<file path="src/rtl/debounce_filter.sv">
// debounce_filter
//
// Turns a raw, bouncing mechanical switch level into a clean debounced level
// plus one-cycle press (0->1) and release (1->0) strobes. A new level must be
// held for DEBOUNCE_LIMIT consecutive cycles after the first differing sample
// before it is accepted; any reversal before then cancels the pending change.
//
// Parameters:
//   DEBOUNCE_LIMIT  cycles a new level must persist (>= 2). 250000 = 10 ms @ 25 MHz.
//
// Ports:
//   i_Clk      in   system clock, rising edge
//   i_Reset    in   asynchronous active-high reset
//   i_Switch   in   raw switch level (may bounce, may be asynchronous)
//   o_Switch   out  debounced level (registered)
//   o_Press    out  one-cycle pulse when o_Switch rises
//   o_Release  out  one-cycle pulse when o_Switch falls
//
// Compile-time option:
//   DEBOUNCE_SYNC_EN  when defined, i_Switch passes through a two-flop
//                     synchronizer first (adds 2 cycles to every latency).
//                     Leave undefined only for simulation or sources that are
//                     already synchronous to i_Clk.

module debounce_filter #(
  parameter int DEBOUNCE_LIMIT = 250000
) (
  input  logic i_Clk,
  input  logic i_Reset,
  input  logic i_Switch,
  output logic o_Switch,
  output logic o_Press,
  output logic o_Release
);

  localparam int CW = $clog2(DEBOUNCE_LIMIT);
  localparam logic [CW-1:0] COUNT_MAX = CW'(DEBOUNCE_LIMIT - 1);

  // Bit 1 of the encoding is the debounced level, so o_Switch comes straight
  // off a state flop with no decode glitches.
  typedef enum logic [1:0] {
    STABLE_LOW  = 2'b00,
    COUNT_HIGH  = 2'b01,
    STABLE_HIGH = 2'b10,
    COUNT_LOW   = 2'b11
  } state_t;

  state_t          state_reg, state_next;
  logic [CW-1:0]   count_reg, count_next;
  logic            press_reg, press_next;
  logic            release_reg, release_next;
  logic            s;

  // ------------------------------------------------------------------
  // Input sampling
  // ------------------------------------------------------------------
`ifdef DEBOUNCE_SYNC_EN
  logic [1:0] sync_reg;

  always_ff @(posedge i_Clk or posedge i_Reset) begin
    if (i_Reset) begin
      sync_reg <= 2'b00;
    end else begin
      sync_reg <= {sync_reg[0], i_Switch};
    end
  end

  assign s = sync_reg[1];
`else
  assign s = i_Switch;
`endif

  // ------------------------------------------------------------------
  // State register
  // ------------------------------------------------------------------
  always_ff @(posedge i_Clk or posedge i_Reset) begin
    if (i_Reset) begin
      state_reg   <= STABLE_LOW;
      count_reg   <= '0;
      press_reg   <= 1'b0;
      release_reg <= 1'b0;
    end else begin
      state_reg   <= state_next;
      count_reg   <= count_next;
      press_reg   <= press_next;
      release_reg <= release_next;
    end
  end

  // ------------------------------------------------------------------
  // Next-state logic
  // ------------------------------------------------------------------
  // The counter is cleared on every state change and held at zero in the
  // stable states, so it only ever advances while a change is pending and
  // never needs to wrap.
  always_comb begin
    state_next   = state_reg;
    count_next   = '0;
    press_next   = 1'b0;
    release_next = 1'b0;

    case (state_reg)
      STABLE_LOW: begin
        if (s) begin
          state_next = COUNT_HIGH;
        end
      end

      STABLE_HIGH: begin
        if (!s) begin
          state_next = COUNT_LOW;
        end
      end

      COUNT_HIGH: begin
        if (!s) begin
          // Bounce: drop back silently.
          state_next = STABLE_LOW;
        end else if (count_reg == COUNT_MAX) begin
          state_next = STABLE_HIGH;
          press_next = 1'b1;
        end else begin
          count_next = count_reg + CW'(1);
        end
      end

      COUNT_LOW: begin
        if (s) begin
          // Bounce: drop back silently.
          state_next = STABLE_HIGH;
        end else if (count_reg == COUNT_MAX) begin
          state_next   = STABLE_LOW;
          release_next = 1'b1;
        end else begin
          count_next = count_reg + CW'(1);
        end
      end

      default: begin
        state_next = STABLE_LOW;
      end
    endcase
  end

  // ------------------------------------------------------------------
  // Outputs
  // ------------------------------------------------------------------
  // Pulses are only raised on a commit, which always lands in a stable
  // state, so they can never repeat on the following cycle or coincide.
  always_comb begin
    o_Switch  = state_reg[1];
    o_Press   = press_reg;
    o_Release = release_reg;
  end

endmodule

</file>
<file path="config.mk">
export PLATFORM = sky130hd
export DESIGN_NAME = debounce_filter
export DESIGN_NICKNAME = d
export VERILOG_FILES = /design/src/rtl/debounce_filter.sv
export SDC_FILE = /design/constraint.sdc
export NUM_CORES = 1
export LEC_CHECK = 0
export CAP_MARGIN = 20
export CORE_UTILIZATION = 60
export DETAILED_ROUTE_END_ITERATION = 12
export PLACE_DENSITY = 0.8
export SETUP_SLACK_MARGIN = 0.2
export SLEW_MARGIN = 20
export SYNTH_ARGS = -nofsm -noshare
export SYNTH_HDL_FRONTEND = slang
export SYNTH_SLANG_ARGS = --single-unit
</file>
<file path="constraint.sdc">
create_clock -name i_Clk -period 3.2 [get_ports i_Clk]
set_clock_uncertainty 0.05 [all_clocks]
set_input_delay 0.32 -clock i_Clk [delete_from_list [all_inputs] [get_ports i_Clk]]
set_output_delay 0.32 -clock i_Clk [all_outputs]
set_load 0.1 [all_outputs]
</file>
# --- Yosys cells after proc, flatten, opt, wreduce, memory -nomap -nowiden ---
# Cells that the tools add are included.
totals:
  register_bits: 22
  inputBits: 3
  out_inout_bits: 3
  elab_cells: 31
op_classes:
  n_addsub: 1
  eq_ne: 8
  muxes: 16
  reduce_logical: 2
op_table:
  columns: ["operator", "count"]
  rows:
  - ["2-to-1 mux 18 bit", 3]
  - ["case mux 18 bit (2 select lines)", 1]
  - ["adder 18 x 1 -> 18 bit, second input constant", 1]
  - ["== test 18 bit, second input constant", 1]
  - ["2-to-1 mux 2 bit", 6]
  - ["case mux 2 bit (4 select lines)", 1]
  - ["inequality test 3 bit, second input constant", 2]
  - ["2-to-1 mux 1 bit", 5]
  - ["== test 2 bit, second input constant", 2]
  - ["inequality test 2 bit, second input constant", 2]
  - ["AND reduction 4 bit", 1]
  - ["== test 2 x 1 -> 1 bit, second input constant", 1]
  - ["logical NOT 2 bit", 1]

# --- Logic depth before layout (Yosys ltp) ---
logic_depth:
  depth_word: 4
  ltp_mapped: 6
  depth_no_buf: 5

# --- Worst setup path before layout ---
# OpenSTA, ideal clock, no wires.
synth_timing:
  path_kind: "flip-flop to flip-flop"
  startpoint: "reg count_reg[0]"
  endpoint: "reg (tool-made name)"
  setup_time_ns: 0.126
  arrival_time_ns: 1.709
  t_required_ns: 3.024
  setup_slack_ns: 1.316
  path_stages_with_launch: 6
  path_buffers: 0
  period_less_slack_ns: 1.884
  cell_sequence: "dfrtp_1 -> ha_1 -> and3_1 -> nand4_1 -> or4_4 -> mux2_4"
synth_rtl:
  columns: ["item", "line_no", "text"]
  rows:
  - ["start, declared", "49", "logic [CW-1:0] count_reg, count_next;"]
  - ["start signal, assigned", "84", "count_reg <= count_next;"]

==> metrics.yaml <==
status: "complete, no violations"
synthArstFlopShare: 1.00
synth_area_mm2: 0.00107
grt_pass1_vias: 709
cts_tree: "yes"
yosys.area.top_type_share: 0.512
hold_buffers: 0
rsz0062_at_grt: "false"
leakagePower_nw: 0.451
path_clk_slew_ns: 0.11
die_w_um: 44.3
crit_path_end_kind: "output port"
synth_most_common_cell: "dfrtp_1"
nets: 117
pre_cts_ws_ns: 1.19
ys_top_cells_by_area: "dfrtp_1, xnor2_1, nor2_1"
regToRegSetupSlack_ns: 1.17
critPathTopFamily: "buffers and inverters"
clock-sinks: 22
fp.dieArea_mm2: 0.00196
critical_path.max_fanout: 5
grt_pass1_wl_mm: 3.07
grt_max_degree: 23
wl_mm: 1.74
die_h_um: 44.3
worst_pin_slew_ns: 0.960
drv_cap: 0
largest_reg_flops: 18
antenna_found_initial: 0
clock_tree.buffer_depth: 2
cts.repair.resized: 0
wl_per_cell_um: 12.8
yosys-top-cells-count: "dfrtp_1, nor2_1, xnor2_1"
hpwl_mm: 1.24
numCtsBuffers: 3
r2r_start: "count_reg[0]"
hold_viol: 0
drive_gt1_frac: 0.125
core-area_mm2: 0.00159
hold_class: "input port to async pin"
port_buffers: 5
cts_root_buffer: "clkbuf_4"
via_count: 718
synth_cell_types: 26
area_growth_pct: 10.8
syn_nets: 107
drc_errors: 0
slowest_stage: "clkdlybuf4s50_1"
path_buf_inv: 1
clk_latency_ns: 0.30
crit_path_cell_trace: "clkdlybuf4s50_1"
n_fill_cell: 111
slew_headroom: 0.358
htreeDepth: 1
ant_nets: 0
postSynthCellCount: 103
irDropWorstVdd_mv: 0.399
setup_viol: 0
ys_warn_count: 0
ys_ff_latch: 22
synth-seq-area-share: 0.512
max_stage_delay_ns: 1.16
crit_required_ns: 2.83
layout_setup_ws_ns: 0.937
initial_core_util: 0.674
routabilityCongestion: 0.808
synthFlopType: "dfrtp_1"
drv_slew: 0
critPathLaunchType: "register"
fin_crit_ns: 2.26
first_iter_violations: 10
post-route-period-util: 0.707
synth_edf_count: 0
overflow: 0
synth.avg_cell_area_um2: 10.4
critical_path_class: "register to output port"
pin_count: 6
post_cts_buffers: 0
p_per_area_mw_per_mm2: 391
fin_tns_setup_ns: 0
max_freq_mhz: 442
viasPerCell: 5.28
yosysTopAreaCell: "dfrtp_1"
worst_ep_arrival_time_ns: 1.89
fp-row-count: 14
dr.pass1.iters: 4
grt_usage: 0.220
num_antenna_cells: 0
-- area by class of cell --
type                       instances  area, um^2  area share
sequential                        22         551       0.462
inverter                           8        30.0      0.0252
timing repair buffer               6        57.6      0.0483
tap                               24        30.0      0.0252
multi-input combinational         72         487       0.409
clock buffer                       4        36.3      0.0305
-- path summary, 6_finish.rpt --
check,cells past startpoint,endpoint
max,1,o_Switch
min,2,count_reg[13]
max reg2reg,6,count_reg[8]
min reg2reg,1,count_reg[0]
max in group asynchronous,2,state_reg[0]
min in group i_Clk,1,count_reg[0]
-- metal layers --
layer | vias to the layer above | part of all wire | global-route usage
li1 | 373 | - | -
met1 | 332 | 0.52 | 0.303
met2 | 9 | 0.44 | 0.326
met3 | 4 | 0.022 | 0.0490
met4 | 0 | 0.019 | 0.115
met5 | - | 0 | 0
-- stage by stage --
step	utilization	hold WS, ns	std cells	cell area, um^2	power [W]
6_report	0.747	0.408	136	1190	0.000466
5_1_grt	0.747	0.489	136	1190	0.000485
4_1_cts	0.747	0.421	136	1190	0.000471
3_5_place_dp	0.724	0.431	132	1150	0.000324
3_3_place_gp	0.724	0.417	132	1150	0.000324
2_1_floorplan	-	0.259	103	1070	0.000315
-- where the power goes --
group          switching, W  internal [W]  total [W]
combinational     0.0000214     0.0000105  0.0000319
sequential       0.00000463      0.000282   0.000287
clock             0.0000780     0.0000694   0.000147
total              0.000104      0.000362   0.000466
-- cell usage in the layout, fill, tap and decap left out, types with 2 or more instances in the layout --
master and count:
xor2_1 3, or3_1 2, or4_4 2, nand3_1 5, xnor2_1 11, dfrtp_1 22, clkdlybuf4s50_1 5, nor2_1 18
o21ai_0 2, clkbuf_4 3, a21oi_1 3, nand2_1 3, nor3b_1 2, nor4_1 4, nand4_1 4, nor3_1 3
inv_1 8
-- cells by family after synthesis --
| logic type | count (synthesis) | synth area share |
|---|---|---|
| and+or+nand+nor | 49 | 0.267 |
| DFF | 22 | 0.512 |
| xor gates and xnor gates | 14 | 0.114 |
| buffers and inverters | 9 | 0.0349 |
| AOI/OAI and AO/OA | 7 | 0.0466 |
| muxes | 1 | 0.0140 |
| adders and majority gates | 1 | 0.0116 |
No activity file was read; power rests on OpenSTA's default activity.
